File: config.mk
export PLATFORM = sky130hd
export DESIGN_NAME = memory_access_stage
export DESIGN_NICKNAME = d
export VERILOG_FILES = /design/src/rtl/memory_access_stage_pkg.sv /design/src/rtl/memory_access_stage_align.sv /design/src/rtl/memory_access_stage.sv
export SDC_FILE = /design/constraint.sdc
export NUM_CORES = 1
export LEC_CHECK = 0
export BUFFER_PORTS_ARGS = -buffer_cell sky130_fd_sc_hd__clkbuf_2
export CAP_MARGIN = 20
export CORE_MARGIN = 4
export CORE_UTILIZATION = 50
export DETAILED_ROUTE_END_ITERATION = 10
export HOLD_SLACK_MARGIN = 0.1
export PLACE_DENSITY_LB_ADDON = 0.25
export REMOVE_ABC_BUFFERS = 1
export SLEW_MARGIN = 15
export SYNTH_ARGS = -nofsm -noshare
export SYNTH_HDL_FRONTEND = slang
export SYNTH_SLANG_ARGS = --single-unit
File: constraint.sdc
create_clock -name clk -period 4.04 [get_ports clk]
set_input_delay 0.202 -clock clk [delete_from_list [all_inputs] [get_ports clk]]
set_output_delay 0.202 -clock clk [all_outputs]
set_load 0.01 [all_outputs]
File: src/rtl/memory_access_stage_pkg.sv
// Shared types for the fas2 MEM stage: access size encoding and the control bundle
// forwarded from execute through to writeback.
package memory_access_stage_pkg;

    typedef enum logic [1:0] {
        MEM_BYTE = 2'b00,
        MEM_HALF = 2'b01,
        MEM_WORD = 2'b10
    } mem_size_t;

    typedef struct packed {
        logic      mem_read;
        logic      mem_write;
        mem_size_t mem_size;
        logic      mem_unsigned;
        logic      reg_write;
        logic      mem_to_reg;
    } control_type;

    function automatic logic is_mem_op(control_type c);
        return c.mem_read | c.mem_write;
    endfunction

endpackage

File: src/rtl/memory_access_stage_align.sv
// Byte-lane steering for the data bus: store replication and byte enables,
// load lane extraction with sign/zero extension, and natural-alignment check.
module mem_lane_align
    import memory_access_stage_pkg::*;
(
    input  mem_size_t   size_i,
    input  logic        unsigned_i,
    input  logic [1:0]  addr_lo_i,
    input  logic [31:0] st_data_i,
    input  logic [31:0] ld_data_i,
    output logic [31:0] st_wdata_o,
    output logic [3:0]  st_be_o,
    output logic [31:0] ld_data_o,
    output logic        misalign_o
);

    logic [31:0] ld_shift;

    always_comb begin
        ld_shift   = ld_data_i >> {addr_lo_i, 3'b000};
        st_wdata_o = st_data_i;
        st_be_o    = 4'b1111;
        ld_data_o  = ld_shift;
        misalign_o = 1'b0;
        case (size_i)
            MEM_BYTE: begin
                st_wdata_o = {4{st_data_i[7:0]}};
                st_be_o    = 4'b0001 << addr_lo_i;
                ld_data_o  = {{24{~unsigned_i & ld_shift[7]}}, ld_shift[7:0]};
            end
            MEM_HALF: begin
                st_wdata_o = {2{st_data_i[15:0]}};
                st_be_o    = 4'b0011 << {addr_lo_i[1], 1'b0};
                ld_data_o  = {{16{~unsigned_i & ld_shift[15]}}, ld_shift[15:0]};
                misalign_o = addr_lo_i[0];
            end
            default: misalign_o = |addr_lo_i;
        endcase
    end

endmodule

File: src/rtl/memory_access_stage.sv
// fas2 MEM stage: issues at most one data-memory access at a time over a req/ack bus,
// stalls execute while waiting, and registers writeback results.
module memory_access_stage
    import memory_access_stage_pkg::*;
#(
    parameter int ACK_TIMEOUT = 16
) (
    input  logic        clk,
    input  logic        rst_n,
    input  logic        ex_valid,
    output logic        ex_ready,
    input  control_type control_in,
    input  logic [31:0] alu_data_in,
    input  logic [31:0] memory_data_in,
    input  logic        overflow_in,
    input  logic        compflg_in,
    output logic        dmem_req,
    output logic        dmem_we,
    output logic [31:0] dmem_addr,
    output logic [31:0] dmem_wdata,
    output logic [3:0]  dmem_be,
    input  logic        dmem_ack,
    input  logic [31:0] dmem_rdata,
    output logic        wb_valid,
    output control_type wb_control,
    output logic [31:0] wb_result,
    output logic        wb_overflow,
    output logic        wb_compflg,
    output logic        misalign_err,
    output logic        bus_err
);

    localparam int CNT_W = (ACK_TIMEOUT > 2) ? $clog2(ACK_TIMEOUT) : 1;
    localparam logic [CNT_W-1:0] CNT_LAST = CNT_W'(ACK_TIMEOUT - 1);

    typedef enum logic {IDLE, WAIT} state_t;

    state_t         state_q;
    logic [CNT_W-1:0] cnt_q;
    control_type    ctrl_q;
    logic [31:0]    addr_q;
    logic           ovf_q, cmp_q;

    // The aligner serves the incoming op in IDLE and the outstanding op in WAIT.
    control_type    op_ctrl;
    logic [1:0]     op_addr_lo;
    logic [31:0]    st_wdata, ld_ext;
    logic [3:0]     st_be;
    logic           misalign;
    control_type    fwd_ctrl;
    logic [31:0]    wait_result;

    always_comb begin
        op_ctrl    = (state_q == IDLE) ? control_in : ctrl_q;
        op_addr_lo = (state_q == IDLE) ? alu_data_in[1:0] : addr_q[1:0];
        fwd_ctrl   = control_in;
        fwd_ctrl.reg_write = control_in.reg_write & ~(is_mem_op(control_in) & misalign);
        wait_result = (ctrl_q.mem_read & ~ctrl_q.mem_write & ctrl_q.mem_to_reg) ? ld_ext : addr_q;
    end

    mem_lane_align u_align (
        .size_i     (op_ctrl.mem_size),
        .unsigned_i (op_ctrl.mem_unsigned),
        .addr_lo_i  (op_addr_lo),
        .st_data_i  (memory_data_in),
        .ld_data_i  (dmem_rdata),
        .st_wdata_o (st_wdata),
        .st_be_o    (st_be),
        .ld_data_o  (ld_ext),
        .misalign_o (misalign)
    );

    always_ff @(posedge clk or negedge rst_n) begin
        if (!rst_n) begin
            state_q      <= IDLE;
            cnt_q        <= '0;
            ctrl_q       <= '0;
            addr_q       <= '0;
            ovf_q        <= 1'b0;
            cmp_q        <= 1'b0;
            ex_ready     <= 1'b1;
            dmem_req     <= 1'b0;
            dmem_we      <= 1'b0;
            dmem_addr    <= '0;
            dmem_wdata   <= '0;
            dmem_be      <= '0;
            wb_valid     <= 1'b0;
            wb_control   <= '0;
            wb_result    <= '0;
            wb_overflow  <= 1'b0;
            wb_compflg   <= 1'b0;
            misalign_err <= 1'b0;
            bus_err      <= 1'b0;
        end else begin
            wb_valid     <= 1'b0;
            misalign_err <= 1'b0;
            bus_err      <= 1'b0;
            case (state_q)
                IDLE: begin
                    if (ex_valid) begin
                        if (is_mem_op(control_in) && !misalign) begin
                            state_q    <= WAIT;
                            ex_ready   <= 1'b0;
                            cnt_q      <= '0;
                            ctrl_q     <= control_in;
                            addr_q     <= alu_data_in;
                            ovf_q      <= overflow_in;
                            cmp_q      <= compflg_in;
                            dmem_req   <= 1'b1;
                            dmem_we    <= control_in.mem_write;
                            dmem_addr  <= {alu_data_in[31:2], 2'b00};
                            dmem_wdata <= st_wdata;
                            dmem_be    <= st_be;
                        end else begin
                            wb_valid     <= 1'b1;
                            wb_control   <= fwd_ctrl;
                            wb_result    <= alu_data_in;
                            wb_overflow  <= overflow_in;
                            wb_compflg   <= compflg_in;
                            misalign_err <= is_mem_op(control_in) & misalign;
                        end
                    end
                end
                WAIT: begin
                    // An ack arriving on the last permitted cycle still completes normally.
                    if (dmem_ack || cnt_q == CNT_LAST) begin
                        state_q     <= IDLE;
                        ex_ready    <= 1'b1;
                        dmem_req    <= 1'b0;
                        wb_valid    <= 1'b1;
                        wb_overflow <= ovf_q;
                        wb_compflg  <= cmp_q;
                        wb_control  <= ctrl_q;
                        if (dmem_ack) begin
                            wb_result <= wait_result;
                        end else begin
                            wb_result            <= '0;
                            wb_control.reg_write <= 1'b0;
                            bus_err              <= 1'b1;
                        end
                    end else begin
                        cnt_q <= cnt_q + 1'b1;
                    end
                end
                default: state_q <= IDLE;
            endcase
        end
    end

endmodule

# After elaboration in Yosys (flattened, before gate mapping)
# Cells that the tools add are included.
[op_classes]
bitwise_logic = 11
addsub = 1
eq_ne = 7
n_reduce_logical = 9
shifts = 3
mux = 51
[ops]
columns = ["operator", "count"]
rows = [
  ["$pmux 32 s2", 3],
  ["$mux 32", 5],
  ["$shr 32x5->32", 1],
  ["$mux 1", 25],
  ["$mux 7", 3],
  ["$pmux 4 s2", 2],
  ["$pmux 1 s2", 7],
  ["$pmux 7 s2", 1],
  ["$mux 4", 3],
  ["$reduce_and 3->1", 4],
  ["$and 1x1->1", 6],
  ["$ne 2x2->1 const B", 3],
  ["$mux 5", 1],
  ["$add 4x1->4 const B", 1],
  ["$eq 4x4->1 const B", 1],
  ["$ne 2x1->1 const B", 2],
  ["$not 1->1", 4],
  ["$shl 1x2->4 const A", 1],
  ["$shl 2x2->4 const A", 1],
  ["$eq 2x1->1 const B", 1],
  ["$logic_not 2->1", 1],
  ["$mux 2", 1],
  ["$reduce_or 2->1", 1],
  ["$logic_and 1x1->1", 1],
  ["3 further kinds", 3],
]
[word_totals]
register_bits = 158
word_cells = 110
output_inout_bits = 115

# Longest topological paths before layout
[depth]
word_depth = 9
mapped_depth = 11

# By module
# A second synthesis with hierarchy kept.
[unflattened]
cells_unflattened = 675
area_unflattened_um2 = 7358.3
[by_module_without_submodules]
columns = ["module", "seq_area_each_um2", "area_per_inst_um2", "cells_each", "n_inst"]
rows = [
  ["memory_access_stage", 3204.3, 6105.9, 498, 1],
  ["mem_lane_align", 0.0, 1252.5, 177, 1],
]

# Least setup slack after synthesis
# Ideal clock, no wire load.
[synth_timing]
kind = "register to register"
startpoint = "register state_q"
endpoint = "register wb_result[21]"
setup_ns = 0.126
arrival_time_ns = 1.971
stages_incl_launch_ff = 10
slack_ns = 1.943
path_buffers = 3
required_ns = 3.914
path_cell_list = "dfrtp_1 -> buf_6 -> buf_6 -> or3b_1 -> a21oi_2 -> a211oi_2 -> a311o_2 -> buf_6 -> a31oi_1 -> o31ai_1"
[synth_between]
elab_chain_cells = 8
word_cells_on_any_way = 22
classes_between = "eq/ne (4); shift (1); mux (8); bitwise (4); reduce/logical (5)"
[synth_rtl]
columns = ["element", "line", "source"]
rows = [
  ["start: declaration", "memory_access_stage.sv:38", "state_t state_q;"],
  ["start signal: assignment", "memory_access_stage.sv:75", "state_q <= IDLE;"],
  ["start signal: assignment", "memory_access_stage.sv:102", "state_q <= WAIT;"],
  ["start signal: assignment", "memory_access_stage.sv:127", "state_q <= IDLE;"],
  ["$mux 2 or $mux 5 (tied branches)", "memory_access_stage.sv:55, memory_access_stage.sv:54", ""],
  ["$shr 32x5->32 or $not 1->1 (tied branches)", "memory_access_stage_align.sv:20, memory_access_stage_align.sv:29, memory_access_stage_align.sv:34", ""],
  ["$and 1x1->1, on equally long branches", "memory_access_stage_align.sv:34, memory_access_stage_align.sv:29", ""],
  ["$pmux 32 s2", "memory_access_stage_align.sv:25", "case (size_i)"],
  ["$mux 32", "memory_access_stage.sv:58", "wait_result = (ctrl_q.mem_read & ~ctrl_q.mem_write & ctrl_q.mem_to_reg) ? ld_ext : addr_q;"],
  ["$mux 32", "memory_access_stage.sv:134", "if (dmem_ack) begin"],
  ["$mux 32", "memory_access_stage.sv:126", "if (dmem_ack || cnt_q == CNT_LAST) begin"],
  ["$pmux 32 s2", "memory_access_stage.sv:98", "case (state_q)"],
  ["end signal: assignment", "memory_access_stage.sv:117", "wb_result <= alu_data_in;"],
  ["end signal: assignment", "memory_access_stage.sv:135", "wb_result <= wait_result;"],
  ["end: declaration", "memory_access_stage.sv:26", "output logic [31:0] wb_result,"],
]
# Several ways; a longest one is shown, not always the timed one. The select of a mux whose other input is x is not followed.
# A chain may end at the register's enable or synchronous reset.

# Final worst setup path
[layout_timing]
startpoint = "register state_q"
endpoint = "register dmem_wdata[19]"
[layout_between]
elab_chain_cells = 6
word_cells_on_any_way = 11
classes_between = "eq/ne (1); mux (4); bitwise (1); reduce/logical (5)"
[layout_rtl]
columns = ["element", "line", "source"]
rows = [
  ["$mux 5 or $mux 2 (tied branches)", "memory_access_stage.sv:54, memory_access_stage.sv:55", ""],
  ["$eq 2x1->1, or another cell as far along", "memory_access_stage_align.sv:25", ""],
  ["$pmux 1 s2", "memory_access_stage_align.sv:25", ""],
  ["$logic_not 1->1", "memory_access_stage.sv:101", "if (is_mem_op(control_in) && !misalign) begin"],
  ["$logic_and 1x1->1", "memory_access_stage.sv:101", ""],
  ["$reduce_and 3->1 (no source line)", "n/a", ""],
  ["end signal: assignment", "memory_access_stage.sv:112", "dmem_wdata <= st_wdata;"],
  ["end: declaration", "memory_access_stage.sv:20", "output logic [31:0] dmem_wdata,"],
]
# Several ways; a longest one is shown, not always the timed one.

==> results.txt <==
maximum buffer depth of the clock tree: 2
GPL Wtd Cong: 0.894
post-layout utilization of the core: 69.8%
setup skew after layout: 0.00600 ns
total clock buffers created by CTS: 17
Internal: 0.00408 W
aggregate routed wire length: 22900 um
total of warnings raised by yosys: 0
proportion of netlist area held by the largest area contributor: 45.7%
layout cell share with drive strength beyond 1: 26.2%
later-pin clock latency in the skew report: 0.42 ns
cell accounting for the most synthesized area: dfrtp_1
number of failing setup endpoints in the final timing report: 0
Final Max Slew Viols: 0
Clk Tree Root Cell: clkbuf_16
sequential fraction of the synthesis area: 46.1%
via count normalized by instance count: 5.59
FF+latch area: 3200 um^2
Setup TNS: 0 ns
cell total after placement: 1167
non-filler instance count after layout: 1282
CP Launch Point: state_q$_DFF_PN0_
mean post-synth cell area: 8.27 um^2
core outline area: 13500 um^2
layout net count: 1203
DRC errors left: 0
final hold violation count: 0
combinational power share: 43.5%
leading cell types by total area after synthesis: dfrtp_1 46%, nand2_1 15%, mux2i_1 5.8%
count of vias placed by the detailed router: 7169
IO buf count: 221
worst reg2reg startpoint: state_q$_DFF_PN0_
GRT Residual Overflow: 0
required time at the worst-slack endpoint: 4.39 ns
switching fraction of total power: 40.6%
Synth Flop Type: dfrtp_1
Resized cells post-CTS: 0
Setup Crit Path Kind: reg2reg
Detail Route Antenna Nets: 0
Cells after Synth: 841
achievable clock frequency: 322 MHz
maximum number of pins on one net before global-route repair: 105
clock input transition at the sequential cells of the worst setup and hold paths: 0.05 ns
Min-Delay Endpoint: dmem_wdata[10]$_DFFE_PN0P_
row cnt: 42
cell count of the worst hold path: 3
sort of element at the end of the critical path: register
RSZ-0062 raised after global routing: false
power per cell area: 732 nW/um^2
total number of clock tree sinks: 128
relative slew slack: 36.7%
Ports: 224
type of element launching the critical path: register
Async SR Flop Fraction: 100%
run status: complete, no violations
clock period minus worst slack: 3.10 ns
transition time of the tightest slew-check pin: 0.950 ns
classification of the worst-slack hold path: in2reg
most frequently used cell type in the post-synthesis netlist: nand2_1
highest net fanout along the worst path: 29
die width: 126 um
sequential group share of total power: 34.2%
final period utilization: 76.8%
top post-synthesis cells by count: 282 x nand2_1, 127 x dfrtp_1, 55 x a21oi_1
via count of the first global-routing pass: 7095
Critical Path AT: 3.46 ns
maximum capacitance violations: 0
initial antenna violation count: 0
die area: 15900 um^2
switching power total: 0.00279 W
largest voltage drop on the vdd net: 0.346 mV
overall die height: 126 um
area of the multi-input gates: 3260 um^2
initial DRC count: 575
EDFF count, synth: 0
number of antenna repair diodes: 0
total of fill cells in the finished design: 1090
Initial Utilization: 51.7%
TritonCTS clock tree: done
clock network fraction of total power: 22.3%
total leakage power: 4.77 nW
reg2reg path depth: 7
placed wire-length estimate after detailed placement: 15100 um
drt pass-1 iters: 5
worst flop-to-flop path endpoint: dmem_wdata[19]$_DFFE_PN0P_
wire length of the first global-routing pass: 36900 um
overall routing resource usage: 29.0%
Hold Startpoint: memory_data_in[10]
worst setup slack for register-to-register paths: 0.94 ns
Hold Worst Slack: 0.135 ns
maximum level of the CTS H-tree: 4
register bit total from synthesis: 128
unique cell type count in the Yosys netlist: 56
synthesized area: 6960 um^2
routed wire length per instance: 17.9 um
synthesis-to-finish area growth: 35.0%
placed cells by master, fill, tap and decap left out, types with 3 or more instances in the layout:
| cell type | count |
|---|---|
| nand2b_1 | 3 |
| nand3_1 | 9 |
| clkbuf_2 | 220 |
| nor2b_1 | 5 |
| a21oi_1 | 55 |
| o21ai_1 | 21 |
| a31oi_1 | 26 |
| dlygate4sd3_1 | 82 |
| nor2_1 | 46 |
| o22ai_1 | 7 |
| clkbuf_8 | 4 |
| nor3_1 | 5 |
| inv_1 | 4 |
| a311oi_1 | 12 |
| a21o_1 | 3 |
| dfrtp_1 | 127 |
| mux2i_1 | 38 |
| buf_4 | 13 |
| o21ai_0 | 35 |
| a22o_1 | 10 |
| clkinv_2 | 5 |
| and3_1 | 16 |
| clkbuf_16 | 17 |
| nand2_1 | 281 |
| o31ai_1 | 8 |
power groups by stage:
stage | clock, W | sequential [W] | combinational (W)
global route | 0.00161 | 0.00243 | 0.00331
CTS | 0.00155 | 0.00234 | 0.00296
detailed placement | 0 | 0.00235 | 0.00285
floorplan | 0 | 0.00254 | 0.00140
global placement | 0 | 0.00234 | 0.00279
finish | 0.00153 | 0.00235 | 0.00299
critical path: stages (launching register included):
cell	delay, ns
dfrtp_1	0.55
buf_4	0.28
a32oi_2	0.55
and2_1	0.29
and2_2	0.54
nor2_1	0.08
a31oi_1	0.16
dlygate4sd3_1	0.57
worst max path at each step:
stage / endpoint
detailed placement: wb_result[30]$_DFFE_PN0P_
finish: dmem_wdata[19]$_DFFE_PN0P_
CTS: dmem_wdata[19]$_DFFE_PN0P_
floorplan: wb_result[24]$_DFFE_PN0P_
global route: dmem_wdata[23]$_DFFE_PN0P_
global placement: wb_result[14]$_DFFE_PN0P_
layout make-up:
cell class                 count  share of cell area (%)
timing repair buffer         319                    22.2
tap                          176                    2.35
clock inverter                10                    1.16
clock buffer                  22                    5.16
multi-input combinational    621                    34.8
inverter                       6                   0.240
sequential                   128                    34.1
through the flow:
stage | total power [W] | instance area, um^2 | worst slack (ns)
floorplan | 0.00395 | 6470 | -0.160
global placement | 0.00514 | 7960 | 1.27
detailed placement | 0.00520 | 7960 | 1.25
CTS | 0.00686 | 9380 | 1.00
global route | 0.00735 | 9390 | 0.693
finish | 0.00687 | 9390 | 0.938
state kept, by name (all words and copies together) (netlist names), 4 cells and up:
| signal | cells |
|---|---|
| dmem_wdata | 32 |
| wb_result | 32 |
| ctrl_q | 7 |
| wb_control | 7 |
| cnt_q | 4 |
| addr_q | 32 |
| dmem_be | 4 |
layer usage:
metal,track usage [%],vias to the layer above,share of wire (%)
met3,7.28,53,9.4
met1,37.8,3392,41
met5,0,-,0
met4,12.9,0,3.2
li1,-,3342,-
met2,46.1,382,47
cell families (layout without fill, tap and decap cells):
logic type | count (synthesis) | count (layout) | share of synthesized area (%)
AOI/OAI and AO/OA | 194 | 194 | 17.4
muxes | 44 | 44 | 6.62
and+or+nand+nor | 378 | 378 | 22.0
other | 1 | 2 | 0.0539
xor gates and xnor gates | 2 | 2 | 0.252
buffers and inverters | 93 | 357 | 7.39
DFF | 128 | 128 | 46.1
adders and majority gates | 1 | 1 | 0.180
what timing repair did:
item | CTS | global route
buffers inserted | 0 | 0
hold buffers | 82 | 0
endpoints found under the hold margin | 196 | 0
Note: power is estimated with default switching activity, not from simulation.
